===== src/rtl/niosii_tcm_arbiter.sv =====
// Two-master round-robin arbiter in front of a single-port tightly coupled
// memory with a fixed read latency of one cycle.
//
// Ports:
//   clk, reset                      single clock, synchronous active-high reset
//   m0_* / m1_*                     Avalon-MM style slave ports (address,
//                                   byteenable, read, write, writedata in;
//                                   waitrequest, readdata, readdatavalid out)
//   tcm_address/byteenable/         memory port driven from the granted master
//   chipselect/write/writedata
//   tcm_clken                       memory clock enable, high out of reset
//   tcm_readdata                    memory output, valid one cycle after address
module niosii_tcm_arbiter #(
    parameter int ADDR_W = 12,
    parameter int DATA_W = 32,
    parameter int BE_W   = 4
) (
    input  logic              clk,
    input  logic              reset,
    input  logic [ADDR_W-1:0] m0_address,
    input  logic [BE_W-1:0]   m0_byteenable,
    input  logic              m0_read,
    input  logic              m0_write,
    input  logic [DATA_W-1:0] m0_writedata,
    output logic              m0_waitrequest,
    output logic [DATA_W-1:0] m0_readdata,
    output logic              m0_readdatavalid,
    input  logic [ADDR_W-1:0] m1_address,
    input  logic [BE_W-1:0]   m1_byteenable,
    input  logic              m1_read,
    input  logic              m1_write,
    input  logic [DATA_W-1:0] m1_writedata,
    output logic              m1_waitrequest,
    output logic [DATA_W-1:0] m1_readdata,
    output logic              m1_readdatavalid,
    output logic [ADDR_W-1:0] tcm_address,
    output logic [BE_W-1:0]   tcm_byteenable,
    output logic              tcm_chipselect,
    output logic              tcm_write,
    output logic [DATA_W-1:0] tcm_writedata,
    output logic              tcm_clken,
    input  logic [DATA_W-1:0] tcm_readdata
);

    logic req0_s;
    logic req1_s;
    logic gnt0_s;
    logic gnt1_s;

    // last_grant: 1'b1 means m1 was granted last, so m0 wins the next contention
    logic last_grant_q;
    logic last_grant_d;
    logic rd_pending_q;
    logic rd_pending_d;
    logic rd_owner_q;
    logic rd_owner_d;

    // Request detection and round-robin grant (nothing is granted during reset)
    always_comb begin
        req0_s = m0_read | m0_write;
        req1_s = m1_read | m1_write;
        gnt0_s = 1'b0;
        gnt1_s = 1'b0;
        if (reset) begin
            gnt0_s = 1'b0;
            gnt1_s = 1'b0;
        end else if (req0_s && req1_s) begin
            gnt0_s = last_grant_q;
            gnt1_s = ~last_grant_q;
        end else begin
            gnt0_s = req0_s;
            gnt1_s = req1_s;
        end
    end

    // Memory-port mux; a simultaneous read+write is issued as a write
    always_comb begin
        tcm_address    = m0_address;
        tcm_byteenable = m0_byteenable;
        tcm_writedata  = m0_writedata;
        if (gnt1_s) begin
            tcm_address    = m1_address;
            tcm_byteenable = m1_byteenable;
            tcm_writedata  = m1_writedata;
        end else begin
            tcm_address    = m0_address;
            tcm_byteenable = m0_byteenable;
            tcm_writedata  = m0_writedata;
        end
        tcm_chipselect = gnt0_s | gnt1_s;
        tcm_write      = (gnt0_s & m0_write) | (gnt1_s & m1_write);
        tcm_clken      = ~reset;
    end

    // Handshake and read-return outputs
    always_comb begin
        m0_waitrequest   = reset | (req0_s & ~gnt0_s);
        m1_waitrequest   = reset | (req1_s & ~gnt1_s);
        // Gating with reset drops a read whose return cycle coincides with reset
        m0_readdatavalid = rd_pending_q & ~rd_owner_q & ~reset;
        m1_readdatavalid = rd_pending_q &  rd_owner_q & ~reset;
        m0_readdata      = tcm_readdata;
        m1_readdata      = tcm_readdata;
    end

    // Next-state for arbitration history and the single outstanding read slot
    always_comb begin
        last_grant_d = last_grant_q;
        rd_owner_d   = rd_owner_q;
        rd_pending_d = (gnt0_s & ~m0_write) | (gnt1_s & ~m1_write);
        if (gnt0_s || gnt1_s) begin
            last_grant_d = gnt1_s;
            rd_owner_d   = gnt1_s;
        end else begin
            last_grant_d = last_grant_q;
            rd_owner_d   = rd_owner_q;
        end
    end

    // State registers
    always_ff @(posedge clk) begin
        if (reset) begin
            last_grant_q <= 1'b1;
            rd_pending_q <= 1'b0;
            rd_owner_q   <= 1'b0;
        end else begin
            last_grant_q <= last_grant_d;
            rd_pending_q <= rd_pending_d;
            rd_owner_q   <= rd_owner_d;
        end
    end

endmodule

===== config.mk =====
export PLATFORM = sky130hd
export DESIGN_NAME = niosii_tcm_arbiter
export DESIGN_NICKNAME = d
export VERILOG_FILES = /design/src/rtl/niosii_tcm_arbiter.sv
export SDC_FILE = /design/constraint.sdc
export NUM_CORES = 1
export LEC_CHECK = 0
export ABC_AREA = 1
export CELL_PAD_IN_SITES_DETAIL_PLACEMENT = 0
export CELL_PAD_IN_SITES_GLOBAL_PLACEMENT = 1
export CORE_UTILIZATION = 12
export CTS_BUF_LIST = sky130_fd_sc_hd__clkbuf_8
export DETAILED_ROUTE_END_ITERATION = 16
export GPL_ROUTABILITY_DRIVEN = 1
export PLACE_DENSITY_LB_ADDON = 0.1
export SETUP_SLACK_MARGIN = 0.02
export SLEW_MARGIN = 5
export SYNTH_ARGS = -nofsm -noshare
export SYNTH_HDL_FRONTEND = slang
export SYNTH_SLANG_ARGS = --single-unit

===== constraint.sdc =====
create_clock -name clk -period 1.6 [get_ports clk]
set_input_delay 0.32 -clock clk [delete_from_list [all_inputs] [get_ports clk]]
set_output_delay 0.32 -clock clk [all_outputs]
set_load 0.01 [all_outputs]

==> impl_metrics.env <==
export IMPL_cts_root_buf="clkbuf_8"
export IMPL_antenna_found_initial=0
export IMPL_avgRoutedWirePerCell_um=15.0
export IMPL_worst_ep_required_time_ps=1280
export IMPL_numCtsBuffers=3
export IMPL_die_x_um=111
export IMPL_via_count=1930
export IMPL_drt_iter0_drc=45
export IMPL_finalNetCount=507
export IMPL_ys_types=16
export IMPL_power_density_mw_per_mm2=436
export IMPL_swShare=0.378
export IMPL_cp_num_cells=6
export IMPL_grt_max_degree=27
export IMPL_p_switching_w=0.000521
export IMPL_cts_sinks=3
export IMPL_maxSlewViolCount=0
export IMPL_drv_cap=0
export IMPL_ir_drop_mv=0.165
export IMPL_insertion_delay_ps=220
export IMPL_yosysWarningCount=0
export IMPL_initial_core_util=0.124
export IMPL_endpoint_kind="primary output"
export IMPL_n_antenna_cell=0
export IMPL_ctsLongestPathBuffers=2
export IMPL_area_growth_pct=123
export IMPL_grt_pass1_vias=1958
export IMPL_drcViolationCount=0
export IMPL_synth_area_mm2=0.00142
export IMPL_leakagePower_nw=1.51
export IMPL_final_util=0.275
export IMPL_rsz0062_at_grt="true"
export IMPL_holdCritPathClass="primary input to flop"
export IMPL_syn_mean_instance_area_um2=5.51
export IMPL_setup_tns_ps=0
export IMPL_hold_ws_ps=480
export IMPL_fin_crit_ps=1580
export IMPL_crit_buf_inv=3
export IMPL_drive_gt1_frac=0.409
export IMPL_tightest_slew_ps=195
export IMPL_routed_wl_mm=7.74
export IMPL_critical_path_top_delay_family="buffers and inverters"
export IMPL_coreArea_mm2=0.0115
export IMPL_row_count=39
export IMPL_hold_buffers=0
export IMPL_ys_ff_latch=3
export IMPL_finalCritPeriodShare=0.987
export IMPL_synth_fp_nets=391
export IMPL_grt_pass1_wl_mm=10.9
export IMPL_multi_input_area_um2=978
export IMPL_criticalPathCategory="flop to primary output"
export IMPL_most_common_layout_cells="96 x clkdlybuf4s50_1, 89 x nand2_1, 44 x buf_2, 30 x nand3_2, 20 x nand3_1"
export IMPL_holdPathStages=4
export IMPL_slew_headroom=0.870
export IMPL_clk_pin_slew_ps=30
export IMPL_cp_start_kind="flop"
export IMPL_outcome="finished, final reports clean"
export IMPL_vias_per_cell=3.75
export IMPL_clock_skew_ps=0.511
export IMPL_crit_path_top_delay_cell="dfxtp_4"
export IMPL_cts_htree_levels=1
export IMPL_fp_dieH_um=111
export IMPL_clkPwrFrac=0.156
export IMPL_dpl_instance_area_mm2=0.00275
export IMPL_io_buffers=156
export IMPL_synthCells=257
export IMPL_max_freq_mhz=633
export IMPL_crit_chain="nand3_4 -> buf_8 -> buf_12 -> nand3_2 -> nand2_1 -> buf_2"
export IMPL_hold_viol=0
export IMPL_ant_nets=0
export IMPL_num_io_pins=253
export IMPL_seqCellArea_um2=63.8
export IMPL_fillCellCount=1282
export IMPL_p_int_w=0.000856
export IMPL_seq_area_frac_synth=0.0424
export IMPL_cp_max_fo=8
export IMPL_post_route_cell_area_mm2=0.00315
export IMPL_comb_power_share=0.780
export IMPL_layout_commonest_cell="clkdlybuf4s50_1"
export IMPL_max_stage_delay_ps=360
export IMPL_grt_util_all_layers=0.113
export IMPL_setup_violations_final=0
export IMPL_dieArea_mm2=0.0122
export IMPL_dr_pass1_iters=4
export IMPL_dp_hpwl_mm=4.85
export IMPL_cp_arrival_ps=1260
export IMPL_rr_worst_depth=6
export IMPL_pwr_share_seq=0.064
export IMPL_grt_ovfl_total=0
export IMPL_cts_tree="built"
export IMPL_place_gp_congestion=0.648
==> cell usage after synthesis (all sizes together) <==
library cell / count / area share
nor2: 5 / 0.020
inv: 5 / 0.013
nor3: 1 / 0.0035
nand3b: 1 / 0.0053
nand3: 52 / 0.19
a21oi: 2 / 0.0071
dfxtp: 3 / 0.042
nand2: 108 / 0.29
buf: 79 / 0.42
o21ai: 1 / 0.0035
==> routing by layer <==
layer / track usage / wire (µm) / vias to the layer above
met3: 0.0247 / 541 / 28
met2: 0.204 / 3780 / 83
li1: - / - / 982
met4: 0.0436 / 247 / 0
met5: 0 / 0 / -
met1: 0.128 / 3170 / 837
==> stage by stage <==
stage	std cells	worst slack [ps]	power, W
finish	515	20.4	0.00138
floorplan	257	310	0.000578
global route	515	-38.1	0.00148
detailed placement	492	-903	0.00103
CTS	512	-107	0.00134
global placement	492	-896	0.00104
==> kinds of logic (layout without fill, tap and decap cells) <==
logic type | Yosys count | after routing | share of synthesized area
flops | 3 | 3 | 0.0424
compound gates | 3 | 3 | 0.0106
buf+inv | 84 | 199 | 0.434
simple gates | 167 | 167 | 0.513
==> sequential cells by signal, indices dropped and copies added (netlist names) <==
register and count:
rd_owner_q 1, rd_pending_q 1, last_grant_q 1
==> repair_timing <==
item	CTS	global route
setup buffers	12	4
cloned	6	4
pin swaps	29	11
gates resized for setup	275	48
endpoints found under the setup margin	55	48
==> area by class of cell <==
cell class / count / area share
Timing Repair Buffer: 190 / 0.590
Multi-Input combinational cell: 170 / 0.310
Tap cell: 143 / 0.0567
Sequential cell: 3 / 0.0202
Clock buffer: 3 / 0.0131
Inverter: 5 / 0.00873
Clock inverter: 1 / 0.00119
==> final timing paths <==
kind / start / endpoint / slack (ps)
setup / recovery: last_grant_q$_SDFFE_PP1P_ / tcm_byteenable[1] / 20
hold / removal: reset / last_grant_q$_SDFFE_PP1P_ / 480
setup reg to reg: last_grant_q$_SDFFE_PP1P_ / rd_pending_q$_SDFF_PP0_ / 470
hold reg to reg: rd_owner_q$_SDFFE_PP0P_ / rd_owner_q$_SDFFE_PP0P_ / 500
==> power groups by stage <==
stage | Clock (W) | Sequential, W | Combinational [W]
2_1_floorplan | 0 | 0.0000881 | 0.000490
3_3_place_gp | 0 | 0.0000893 | 0.000950
3_5_place_dp | 0 | 0.0000895 | 0.000938
4_1_cts | 0.000222 | 0.0000889 | 0.00103
5_1_grt | 0.000228 | 0.0000897 | 0.00116
6_report | 0.000214 | 0.0000887 | 0.00107
==> worst reg2reg max path, delay by kind of cell, from the launching register on <==
kind | cells | cell delay (ps)
buf+inv | 3 | 430
flops | 1 | 360
simple gates | 3 | 220
Power figures use the tool's default switching activity.
